--- config.mk ---
export PLATFORM = sky130hd
export DESIGN_NAME = axi_stream_packet_info_length_stripper
export DESIGN_NICKNAME = d
export VERILOG_FILES = /design/src/rtl/axi_stream_packet_info_length_stripper_pkg.sv /design/src/rtl/axi_stream_packet_info_length_stripper.sv
export SDC_FILE = /design/constraint.sdc
export NUM_CORES = 1
export LEC_CHECK = 0
export BUFFER_PORTS_ARGS = -buffer_cell sky130_fd_sc_hd__buf_2
export CAP_MARGIN = 25
export CORE_MARGIN = 2
export CORE_UTILIZATION = 54
export CTS_CLUSTER_DIAMETER = 120
export DETAILED_ROUTE_END_ITERATION = 6
export PLACE_DENSITY = 0.78
export SLEW_MARGIN = 20
export SYNTH_ARGS = -nofsm -noshare
export SYNTH_HDL_FRONTEND = slang
export SYNTH_SLANG_ARGS = --single-unit
export TNS_END_PERCENT = 20
--- constraint.sdc ---
create_clock -name clk -period 3.41 [get_ports clk]
set_input_delay 0.341 -clock clk [delete_from_list [all_inputs] [get_ports clk]]
set_output_delay 0.341 -clock clk [all_outputs]
set_load 0.1 [all_outputs]
--- src/rtl/axi_stream_packet_info_length_stripper_pkg.sv ---
// Shared header definitions for the packet length/info prepender and stripper.
// Header word 0 carries an 8-bit source ID and a 24-bit payload length in words.
package axis_pkt_info_pkg;

  localparam int ID_W      = 8;
  localparam int LEN_W     = 24;
  localparam int DATA_W    = 32;
  localparam int HDR_WORDS = 3;

  typedef struct packed {
    logic [ID_W-1:0]  id;
    logic [LEN_W-1:0] len;
  } len_word_t;

  function automatic logic [DATA_W-1:0] bswap32(input logic [DATA_W-1:0] w);
    return {w[7:0], w[15:8], w[23:16], w[31:24]};
  endfunction

  function automatic logic [DATA_W-1:0] pack_len_word(input logic [ID_W-1:0] id,
                                                      input logic [LEN_W-1:0] len,
                                                      input logic swap);
    logic [DATA_W-1:0] w;
    w = {id, len};
    return swap ? bswap32(w) : w;
  endfunction

  function automatic len_word_t unpack_len_word(input logic [DATA_W-1:0] w,
                                                input logic swap);
    logic [DATA_W-1:0] n;
    n = swap ? bswap32(w) : w;
    return len_word_t'(n);
  endfunction

endpackage

--- src/rtl/axi_stream_packet_info_length_stripper.sv ---
// Strips the 3-word ID/length/info header from AXI-Stream packets and regenerates tlast
// from the header length. Optional counters: define AXIS_INFO_STRIPPER_STATS_EN.
module axi_stream_packet_info_length_stripper
  import axis_pkt_info_pkg::*;
#(
  parameter logic [ID_W-1:0] ID          = '0,
  parameter bit              CHECK_ID    = 1'b1,
  parameter bit              ENDIAN_SWAP = 1'b0,
  parameter int unsigned     MAX_PKT_LEN = 368
) (
  input  logic                   clk,
  input  logic                   rst,
  input  logic [DATA_W-1:0]      in_tdata,
  input  logic                   in_tlast,
  input  logic                   in_tvalid,
  output logic                   in_tready,
  output logic [DATA_W-1:0]      out_tdata,
  output logic                   out_tlast,
  output logic                   out_tvalid,
  input  logic                   out_tready,
  output logic [ID_W-1:0]        hdr_id,
  output logic [LEN_W-1:0]       hdr_len,
  output logic [1:0][DATA_W-1:0] hdr_info,
  output logic                   hdr_valid,
  output logic                   err_hdr,
  output logic                   err_short,
  output logic                   err_long
`ifdef AXIS_INFO_STRIPPER_STATS_EN
  ,
  output logic [31:0]            pkt_cnt,
  output logic [31:0]            err_cnt
`endif
);

  typedef enum logic [2:0] {ST_LEN, ST_INFO0, ST_INFO1, ST_PAY, ST_DROP} state_t;

  state_t                   r_state;
  logic                     r_run;
  logic [LEN_W-1:0]         r_cnt;
  logic [DATA_W-1:0]        r_out_tdata;
  logic                     r_out_tlast;
  logic                     r_out_tvalid;
  logic [ID_W-1:0]          r_hdr_id;
  logic [LEN_W-1:0]         r_hdr_len;
  logic [1:0][DATA_W-1:0]   r_hdr_info;
  logic                     r_hdr_valid;
  logic                     r_err_hdr;
  logic                     r_err_short;
  logic                     r_err_long;

  len_word_t                w_len_word;
  logic [DATA_W-1:0]        w_info;
  logic [LEN_W-1:0]         w_cnt_next;
  logic                     w_hdr_bad;
  logic                     w_in_fire;

  assign w_len_word = unpack_len_word(in_tdata, ENDIAN_SWAP);
  assign w_info     = ENDIAN_SWAP ? bswap32(in_tdata) : in_tdata;
  assign w_cnt_next = r_cnt + 1'b1;
  assign w_hdr_bad  = (w_len_word.len == '0) ||
                      ({{(32-LEN_W){1'b0}}, w_len_word.len} > 32'(MAX_PKT_LEN)) ||
                      (CHECK_ID && (w_len_word.id != ID));

  // Only payload words can back-pressure; header words are always consumed.
  assign in_tready = r_run && ((r_state != ST_PAY) || !r_out_tvalid || out_tready);
  assign w_in_fire = in_tvalid && in_tready;

  always_ff @(posedge clk or negedge rst) begin
    if (!rst) begin
      r_state      <= ST_LEN;
      r_run        <= 1'b0;
      r_cnt        <= '0;
      r_out_tdata  <= '0;
      r_out_tlast  <= 1'b0;
      r_out_tvalid <= 1'b0;
      r_hdr_id     <= '0;
      r_hdr_len    <= '0;
      r_hdr_info   <= '0;
      r_hdr_valid  <= 1'b0;
      r_err_hdr    <= 1'b0;
      r_err_short  <= 1'b0;
      r_err_long   <= 1'b0;
    end else begin
      r_run       <= 1'b1;
      r_hdr_valid <= 1'b0;
      r_err_hdr   <= 1'b0;
      r_err_short <= 1'b0;
      r_err_long  <= 1'b0;
      if (out_tready) begin
        r_out_tvalid <= 1'b0;
      end
      case (r_state)
        ST_LEN: begin
          if (w_in_fire) begin
            r_hdr_id  <= w_len_word.id;
            r_hdr_len <= w_len_word.len;
            if (in_tlast || w_hdr_bad) begin
              r_err_hdr <= 1'b1;
              r_state   <= in_tlast ? ST_LEN : ST_DROP;
            end else begin
              r_state <= ST_INFO0;
            end
          end
        end
        ST_INFO0: begin
          if (w_in_fire) begin
            r_hdr_info[0] <= w_info;
            if (in_tlast) begin
              r_err_hdr <= 1'b1;
              r_state   <= ST_LEN;
            end else begin
              r_state <= ST_INFO1;
            end
          end
        end
        ST_INFO1: begin
          if (w_in_fire) begin
            r_hdr_info[1] <= w_info;
            if (in_tlast) begin
              r_err_hdr <= 1'b1;
              r_state   <= ST_LEN;
            end else begin
              r_hdr_valid <= 1'b1;
              r_cnt       <= '0;
              r_state     <= ST_PAY;
            end
          end
        end
        ST_PAY: begin
          if (w_in_fire) begin
            r_out_tvalid <= 1'b1;
            r_out_tdata  <= in_tdata;
            r_cnt        <= w_cnt_next;
            if (in_tlast) begin
              r_out_tlast <= 1'b1;
              r_err_short <= (w_cnt_next != r_hdr_len);
              r_state     <= ST_LEN;
            end else if (w_cnt_next == r_hdr_len) begin
              // Length reached without tlast: close the packet here, discard the rest.
              r_out_tlast <= 1'b1;
              r_err_long  <= 1'b1;
              r_state     <= ST_DROP;
            end else begin
              r_out_tlast <= 1'b0;
            end
          end
        end
        ST_DROP: begin
          if (w_in_fire && in_tlast) begin
            r_state <= ST_LEN;
          end
        end
        default: r_state <= ST_LEN;
      endcase
    end
  end

  assign out_tdata  = r_out_tdata;
  assign out_tlast  = r_out_tlast;
  assign out_tvalid = r_out_tvalid;
  assign hdr_id     = r_hdr_id;
  assign hdr_len    = r_hdr_len;
  assign hdr_info   = r_hdr_info;
  assign hdr_valid  = r_hdr_valid;
  assign err_hdr    = r_err_hdr;
  assign err_short  = r_err_short;
  assign err_long   = r_err_long;

`ifdef AXIS_INFO_STRIPPER_STATS_EN
  logic        r_out_legal;
  logic [31:0] r_pkt_cnt;
  logic [31:0] r_err_cnt;

  // A packet counts only when its final word matched the header length exactly.
  always_ff @(posedge clk or negedge rst) begin
    if (!rst) begin
      r_out_legal <= 1'b0;
      r_pkt_cnt   <= '0;
      r_err_cnt   <= '0;
    end else begin
      if ((r_state == ST_PAY) && w_in_fire) begin
        r_out_legal <= in_tlast && (w_cnt_next == r_hdr_len);
      end
      if (r_out_tvalid && out_tready && r_out_tlast && r_out_legal) begin
        r_pkt_cnt <= r_pkt_cnt + 1'b1;
      end
      if (r_err_hdr || r_err_short || r_err_long) begin
        r_err_cnt <= r_err_cnt + 1'b1;
      end
    end
  end

  assign pkt_cnt = r_pkt_cnt;
  assign err_cnt = r_err_cnt;
`endif

endmodule

==> results.cfg, run 1 <==
[status]
outcome = finished clean

[cts]
insertion_delay_ps = 420
total_number_of_h_tree_levels = 4
clock_sinks = 162
cts-resized-gates = 0
cts_tree = built
cts.root.buffer_cell = sky130_fd_sc_hd__clkbuf_16
worst_setup_hold_path_clk_slew_ps = 60
cts.path.max_buffers = 2
cts_buffers = 17

[layout]
insertedDiodeCount = 0
post_route_cells_drive_above_1_share_pct = 36.8
layout_common_cells = 170 x sky130_fd_sc_hd__buf_2, 162 x sky130_fd_sc_hd__dfrtp_1, 119 x sky130_fd_sc_hd__nand2_1
final_common_cell = sky130_fd_sc_hd__buf_2
design.final.nets = 894
multiInputGateArea_sq_um = 3250
fillerInstances = 1074
share_of_the_core_filled_with_cells_pct = 67.7
area_growth_from_synthesis_to_layout_pct = 21.3
ff_latch_area_sq_um = 4050

[die]
die-width_um = 122
floorplan.io_pins = 172
die_area_sq_um = 14800
chipHeight_um = 122
coreArea_sq_um = 13400
rows = 42
start_util_pct = 55.8

[global_routing]
initial_antenna_violation_count = 0
first_global_vias = 6116
globalRouteTotalUtil_pct = 29.4
grt_first_pass_wirelength_mm = 33.3
gr-total-overflow = 0
grt_start_max_net_pins = 69

[place]
weighted_congestion_reported_at_the_end_of_routability_driven_placement = 0.983
io_buffer_count = 171
dp_hpwl_mm = 15.3

[detailed_routing]
first_pass_iters = 5
post-route-drc-count = 0
postRouteAntennaNets = 0
route.final.wire_length_mm = 21.2
vias_per_inst = 5.97
drt-initial-drc-count = 623
dr_total_vias = 6229
mean_routed_wirelength_per_cell_um = 20.3

[synth]
yosys_warnings = 0
synth.area.mux_share_pct = 14.6
synth.net_count = 728
ys_flop_type = sky130_fd_sc_hd__dfrtp_1
synth_area_in_compound_gates_pct = 9.32
area_of_the_mapped_netlist_sq_um = 7480
synth_top_family_by_area = simple AND/OR/NAND/NOR gates
ys_seq_elements = 162
synth_xor_xnor_area_share_pct = 2.81
synth_edf_count = 0
ys_types = 60
synth_async_sr_flop_share_pct = 100
synth_simple_gate_area_share_pct = 16.3
synth_seq_area_share_pct = 54.2
synth_cells = 690
synthesis.area_per_instance_sq_um = 10.8
synthesized_area_fraction_occupied_by_adder_cells_pct = 0.167

[worst_hold_path]
hold-path-cell-count = 3
hold_path_startpoint = in_tdata[9]
hold_path_class = in2reg
hold_end = out_tdata[9]

[sta]
report.final.hold_viol_count = 0
share_of_the_clock_period_used_by_the_worst_path_pct = 94.4
final_max_slew_viol_count = 0
worstMarginPinSlew_ps = 1000
rsz0062_at_grt = no
setup_tns_ps = 0
fin_crit_ps = 3220
fmaxAchievable_mhz = 311
final.setup_skew_ps = 7.80
timing.final.setup_violations = 0
max_slew_margin_pct = 33.1

[setup_path]
cp-end-kind = flop
worst_ep_required_time_ps = 3700
crit_path_start_kind = flop
rr_endpoint = r_state[1]
worstPathArrival_ps = 3510
worst-r2r-setup-slack_ps = 190
worstSetupPathType = reg2reg
timing.critical_path.fanout_max = 12
reg2reg_depth = 7
critical_path.reg2reg.startpoint = r_cnt[6]

[power]
p_leak_nw = 4.52
power_density_nw_per_um2 = 748
vdd.ir_drop.worst_v = 0.000779

[run]
maxCapViolations = 0
kinds of logic (layout without fill, tap and decap cells):
kind of cell    Yosys count  after routing
mux                      97             97
compound gates          109            109
buf+inv                  49            227
other cells               1              1
flops                   162            162
xor+xnor                 24             24
fa+ha+maj                 1              1
simple gates            247            247
worst max-delay path by stage:
stage | from | end | slack, ps
6_report | r_cnt[6] | r_state[1] | 190
5_1_grt | r_cnt[6] | r_state[1] | 30
4_1_cts | r_cnt[6] | r_state[1] | 220
3_5_place_dp | r_cnt[6] | r_state[0] | 240
3_3_place_gp | r_cnt[6] | r_state[1] | 280
2_1_floorplan | r_cnt[0] | r_state[1] | 400
stage by stage:
step | cells | instance area, sq um | power, mW | hold WS (ps) | worst slack, ps
2_1_floorplan | 690 | 7480 | 4.56 | 45.4 | 398
3_3_place_gp | 1012 | 8540 | 5.07 | 367 | 278
3_5_place_dp | 1012 | 8540 | 5.11 | 380 | 240
4_1_cts | 1044 | 9070 | 6.80 | 164 | 225
5_1_grt | 1044 | 9070 | 6.99 | 189 | 27.7
6_report | 1044 | 9070 | 6.78 | 173 | 190
cell type report:
cell class                      instances  share of cell area [%]
Clock inverter                          8                   0.635
Multi-Input combinational cell        479                    35.8
Inverter                                9                   0.373
Clock buffer                           23                    5.05
Sequential cell                       162                    44.7
Timing Repair Buffer                  187                    11.0
Tap cell                              176                    2.43
where the power goes:
part	leakage, nW	switching (mW)	internal, mW
logic	2.14	2.20	0.493
clock network	0.240	0.752	0.946
registers	2.14	0.232	2.16
sequential cells by signal, indices dropped and copies added (netlist names):
| name | flops |
|---|---|
| hdr_info | 64 |
| out_tdata | 32 |
| hdr_len | 24 |
| r_cnt | 24 |
| hdr_id | 8 |
| r_state | 3 |
| err_hdr | 1 |
| err_long | 1 |
| err_short | 1 |
| hdr_valid | 1 |
| out_tlast | 1 |
| out_tvalid | 1 |
| r_run | 1 |
repair_timing:
action                                 CTS  global route
endpoints found under the hold margin   65             0
setup buffers                            0             0
hold buffers                             1             0
critical path, stage by stage, from the launching register on:
cell                      delay, ps
sky130_fd_sc_hd__dfrtp_1        560
sky130_fd_sc_hd__nand4_4        230
sky130_fd_sc_hd__or4_1          760
sky130_fd_sc_hd__nor3_2         330
sky130_fd_sc_hd__xnor2_1        120
sky130_fd_sc_hd__or4_1          560
sky130_fd_sc_hd__nor4_4         420
sky130_fd_sc_hd__a21oi_1        110
metal layers:
metal | wire [um] | share of wire [%] | vias to the layer above | GRT usage [%]
met1 | 8740 | 41 | 3120 | 40.1
met5 | 0 | 0 | - | 0
met4 | 367 | 1.7 | 0 | 8.48
met3 | 1680 | 7.9 | 31 | 7.77
li1 | - | - | 2786 | -
met2 | 10400 | 49 | 292 | 46.8
synth_stat cells, types with 5 or more instances:
cell type                  instances  area share [%]
sky130_fd_sc_hd__dfrtp_1         162              54
sky130_fd_sc_hd__clkbuf_1         30             1.5
sky130_fd_sc_hd__o21a_1            5            0.50
sky130_fd_sc_hd__nor2_1           31             1.6
sky130_fd_sc_hd__nor3_1           12            0.80
sky130_fd_sc_hd__nor4_1           14             1.2
sky130_fd_sc_hd__xor2_1            8            0.94
sky130_fd_sc_hd__inv_1             9            0.45
sky130_fd_sc_hd__nand4_1           9            0.75
sky130_fd_sc_hd__o211ai_1          6            0.60
sky130_fd_sc_hd__and2_1            6            0.50
sky130_fd_sc_hd__buf_2             6            0.40
sky130_fd_sc_hd__o21ai_0          39             2.6
sky130_fd_sc_hd__nand2_1         119             6.0
sky130_fd_sc_hd__or4_1             6            0.60
sky130_fd_sc_hd__mux2_2           94              14
sky130_fd_sc_hd__nand2b_1          6            0.50
sky130_fd_sc_hd__nand3_1          14            0.94
sky130_fd_sc_hd__o31ai_1           9            0.90
sky130_fd_sc_hd__a21oi_1          14            0.94
sky130_fd_sc_hd__xnor2_1          16             1.9
sky130_fd_sc_hd__a31oi_1           7            0.59
(Power assumes the default switching activity.)
==> inputs of run 2 (changes only) <==
- CORE_UTILIZATION: 54 -> 49
- HOLD_SLACK_MARGIN: not set -> 0.05
- PLACE_DENSITY: 0.78 -> 0.74
- clock period: 3.41 -> 2.9 ns (I/O delays scaled with it)
==> results.cfg, run 2 (synthesis results as in run 1) <==
[status]
outcome = finished clean

[power]
p_leak_nw = 4.72
vdd.ir_drop.worst_v = 0.000605
power_density_nw_per_um2 = 869

[cts]
cts_tree = built
total_number_of_h_tree_levels = 4
insertion_delay_ps = 420
cts_buffers = 17
worst_setup_hold_path_clk_slew_ps = 60
cts.path.max_buffers = 2
clock_sinks = 162
cts.root.buffer_cell = sky130_fd_sc_hd__clkbuf_16

[worst_hold_path]
hold_path_startpoint = in_tdata[27]
hold_path_class = in2reg
hold-path-cell-count = 3
hold_end = out_tdata[27]

[layout]
largest_reg_flops = 64
insertedDiodeCount = 0
multiInputGateArea_sq_um = 3280
layout_common_cells = 170 x sky130_fd_sc_hd__buf_2, 162 x sky130_fd_sc_hd__dfrtp_1, 119 x sky130_fd_sc_hd__nand2_1
ff_latch_area_sq_um = 4050
design.final.nets = 925
area_growth_from_synthesis_to_layout_pct = 25.9
final_common_cell = sky130_fd_sc_hd__buf_2
share_of_the_core_filled_with_cells_pct = 62.6
post_route_cells_drive_above_1_share_pct = 39.6
fin_cells = 1087
fillerInstances = 1228

[sta]
final_max_slew_viol_count = 0
rsz0062_at_grt = no
finalWorstSetupSlack_ps = 119
share_of_the_clock_period_used_by_the_worst_path_pct = 95.9
hold_slack_ps = 128
max_slew_margin_pct = 61.2
fin_crit_ps = 2780
final.setup_skew_ps = 7.47
report.final.hold_viol_count = 0
worstMarginPinSlew_ps = 582
timing.final.setup_violations = 0
fmaxAchievable_mhz = 360

[place]
weighted_congestion_reported_at_the_end_of_routability_driven_placement = 0.912
placed_cells_incl_taps = 1054
post-place-ws_ps = -18.3
dp_hpwl_mm = 14.9
io_buffer_count = 171

[die]
die_area_sq_um = 16300
die-width_um = 128
coreArea_sq_um = 15000
start_util_pct = 49.7
chipHeight_um = 128
rows = 45
floorplan.io_pins = 172

[global_routing]
gr-total-overflow = 0
grt_start_max_net_pins = 61
grt_first_pass_wirelength_mm = 33.4
globalRouteTotalUtil_pct = 26.6
first_global_vias = 6195
initial_antenna_violation_count = 0

[setup_path]
reg2reg_depth = 9
worst-r2r-setup-slack_ps = 120
worst_ep_required_time_ps = 3250
worstPathArrival_ps = 3140
worstSetupPathType = reg2reg
critical_path.reg2reg.startpoint = r_cnt[0]
crit_path_start_kind = flop
rr_endpoint = r_state[2]
timing.critical_path.fanout_max = 4
cp-end-kind = flop

[detailed_routing]
postRouteAntennaNets = 0
post-route-drc-count = 0
dr_total_vias = 6213
route.final.wire_length_mm = 20.9
vias_per_inst = 5.72
drt-initial-drc-count = 483
mean_routed_wirelength_per_cell_um = 19.2
first_pass_iters = 5

[run]
maxCapViolations = 0
[run 2: worst max path at each step]
stage / from / endpoint / slack, ps / depth (start not counted)
global placement: r_cnt[1] / r_state[1] / -40 / 8
global route: r_cnt[0] / r_state[2] / 30 / 9
CTS: r_cnt[1] / r_state[2] / 40 / 9
detailed placement: r_cnt[1] / r_state[1] / -20 / 8
floorplan: r_cnt[0] / r_state[1] / -50 / 8
finish: r_cnt[0] / r_state[2] / 120 / 9
[run 2: repair_timing]
item | CTS | global route
hold endpoints to repair | 57 | 0
setup buffers | 1 | 0
hold buffers | 1 | 0
pin swaps | 1 | 5
endpoints found under the setup margin | 3 | 4
gates resized for setup | 0 | 7
[run 2: metrics by stage]
step / cell area, sq um / total power, mW / TNS (ps)
after global placement: 8810 / 5.98 / -86.5
after global routing: 9420 / 8.45 / 0
final: 9420 / 8.18 / 0
after CTS: 9400 / 8.21 / 0
after detailed placement: 8810 / 6.01 / -33.4
after floorplan: 7490 / 5.36 / -152
[run 2: worst max-delay path: stages, from the launching register on]
cell                      delay, ps
sky130_fd_sc_hd__dfrtp_1        390
sky130_fd_sc_hd__ha_4           150
sky130_fd_sc_hd__nand4_1        110
sky130_fd_sc_hd__or4_4          540
sky130_fd_sc_hd__or4_4          430
sky130_fd_sc_hd__and2_4         170
sky130_fd_sc_hd__or4_4          490
sky130_fd_sc_hd__nor4_4         130
sky130_fd_sc_hd__buf_4          180
sky130_fd_sc_hd__o31a_1         120
[run 2: final cells by class]
type	instances	area share (%)
Timing Repair Buffer	218	13.2
Multi-Input combinational cell	479	34.8
Tap cell	188	2.50
Inverter	9	0.359
Sequential cell	162	43.1
Clock buffer	23	4.97
Clock inverter	8	1.09
[run 2: metal layers]
metal | vias up | GRT usage [%] | part of all wire (%)
li1 | 2859 | - | -
met1 | 3098 | 35.7 | 44
met2 | 226 | 42.1 | 48
met3 | 30 | 7.29 | 6.8
met4 | 0 | 9.05 | 1.9
met5 | - | 0 | 0
[run 2: power by group]
part	internal (mW)	switching, mW	total (mW)
combinational	0.593	2.59	3.18
clock	1.31	0.884	2.19
sequential	2.54	0.266	2.81
==> inputs of run 3 (changes only) <==
--- a/config.mk
+++ b/config.mk
@@ -15,3 +15,3 @@
 export PLACE_DENSITY = 0.74
-export SLEW_MARGIN = 20
+export SKIP_CTS_REPAIR_TIMING = 1
 export SYNTH_ARGS = -nofsm -noshare
--- a/constraint.sdc
+++ b/constraint.sdc
@@ -3,2 +3,2 @@
 set_output_delay 0.29 -clock clk [all_outputs]
-set_load 0.1 [all_outputs]
+set_load 0.01 [all_outputs]
==> results.cfg, run 3 (synthesis results as in run 1) <==
[place]
dp_hpwl_mm = 14.9
weighted_congestion_reported_at_the_end_of_routability_driven_placement = 0.912
io_buffer_count = 171
placed_cells_incl_taps = 1054

[detailed_routing]
first_pass_iters = 5
dr_total_vias = 6195
postRouteAntennaNets = 0
route.final.wire_length_mm = 20.8
vias_per_inst = 5.70
mean_routed_wirelength_per_cell_um = 19.2
drt-initial-drc-count = 436
post-route-drc-count = 0

[cts]
cts_buffers = 17
cts.root.buffer_cell = sky130_fd_sc_hd__clkbuf_16
insertion_delay_ps = 420
total_number_of_h_tree_levels = 4
clock_sinks = 162
cts_tree = built
cts.path.max_buffers = 2
worst_setup_hold_path_clk_slew_ps = 60

[layout]
post_route_cells_drive_above_1_share_pct = 39.5
insertedDiodeCount = 0
final_common_cell = sky130_fd_sc_hd__buf_2
layout_common_cells = 170 x sky130_fd_sc_hd__buf_2, 162 x sky130_fd_sc_hd__dfrtp_1, 119 x sky130_fd_sc_hd__nand2_1
fin_cells = 1087
area_growth_from_synthesis_to_layout_pct = 25.8
design.final.nets = 925
largest_reg_flops = 64

[sta]
fmaxAchievable_mhz = 353
setup_tns_ps = 0
rsz0062_at_grt = no
timing.final.setup_violations = 0
final_max_slew_viol_count = 0
final.setup_skew_ps = 7.60
worstMarginPinSlew_ps = 583
share_of_the_clock_period_used_by_the_worst_path_pct = 97.8
report.final.hold_viol_count = 0
max_slew_margin_pct = 61.1
fin_crit_ps = 2840

[setup_path]
critical-path-max-stage-delay_ps = 540
critical_path.reg2reg.startpoint = r_cnt[1]
startpoint = r_cnt[1]
worst_path_max_delay_cell = sky130_fd_sc_hd__or4_4
critical_path.cell_chain = ha_4 > nand4_1 > or4_4 > or4_4 > and2_4 > or4_4 > nor4_4 > buf_4 > o31a_1
reg2reg_depth = 9
worst-r2r-setup-slack_ps = 60
worstSetupPathType = reg2reg
rr_endpoint = r_state[2]
critical_path.endpoint = r_state[2]
worst_ep_required_time_ps = 3250
worstPathArrival_ps = 3190
crit_path_start_kind = flop
timing.critical_path.fanout_max = 4
cp-end-kind = flop
crit_top_cell = sky130_fd_sc_hd__or4_4

[global_routing]
grt_start_max_net_pins = 61
globalRouteTotalUtil_pct = 26.6
first_global_vias = 6187
initial_antenna_violation_count = 0
grt_first_pass_wirelength_mm = 33.4
gr-total-overflow = 0

[die]
coreArea_sq_um = 15000
die-width_um = 128
die_area_sq_um = 16300
floorplan.io_pins = 172
chipHeight_um = 128
rows = 45
start_util_pct = 49.7

[worst_hold_path]
hold-path-cell-count = 3
hold_path_class = in2reg

[power]
power_density_nw_per_um2 = 665
vdd.ir_drop.worst_v = 0.000413
p_leak_nw = 4.72

[status]
outcome = finished clean

[run]
maxCapViolations = 0
[run 3: cell counts in the layout (fill, tap and decap cells not counted)]
Identical to the previous run, type by type.
[run 3: power by group]
part | internal [mW] | switching, mW | total, mW
logic | 0.591 | 0.659 | 1.25
registers | 2.54 | 0.266 | 2.81
clock network | 1.31 | 0.884 | 2.19
total | 4.44 | 1.81 | 6.25
[run 3: final cells by class]
class                           instances  area [sq um]
Inverter                                9          33.8
Fill cell                            1228          5630
Clock inverter                          8           103
Timing Repair Buffer                  218          1240
Multi-Input combinational cell        479          3270
Clock buffer                           23           468
Sequential cell                       162          4050
Tap cell                              188           235
[run 3: metrics by stage]
step | hold WS [ps] | total power, mW | util (%) | worst slack [ps] | cell area [sq um]
finish | 129 | 6.25 | 62.6 | 64.4 | 9410
global route | 127 | 6.53 | 62.6 | 0.266 | 9410
CTS | -133 | 6.29 | 62.4 | -21.7 | 9380
detailed placement | 321 | 4.08 | 58.6 | -18.3 | 8810
global placement | 319 | 4.05 | 58.6 | -42.0 | 8810
floorplan | -5.59 | 3.47 | - | -51.2 | 7490
[run 3: how the worst min path moves through the flow]
stage / to / startpoint
3_3_place_gp: out_tdata[2] / rst
3_5_place_dp: hdr_len[6] / rst
2_1_floorplan: err_hdr / rst
5_1_grt: out_tdata[11] / in_tdata[11]
4_1_cts: r_cnt[7] / rst
6_report: out_tdata[27] / in_tdata[27]
[run 3: routing by layer]
metal	up-vias	wire (um)	global-route usage [%]
met5	-	0	0
met4	0	453	8.99
met3	33	1560	7.29
met2	232	9890	42.0
met1	3071	8940	35.7
li1	2859	-	-
[run 3: critical path, delay by kind of cell (launching register included)]
| kind | cells | cell delay (ps) |
|---|---|---|
| simple gates | 6 | 1940 |
| flops | 1 | 390 |
| buf+inv | 1 | 180 |
| fa+ha+maj | 1 | 150 |
| compound gates | 1 | 120 |
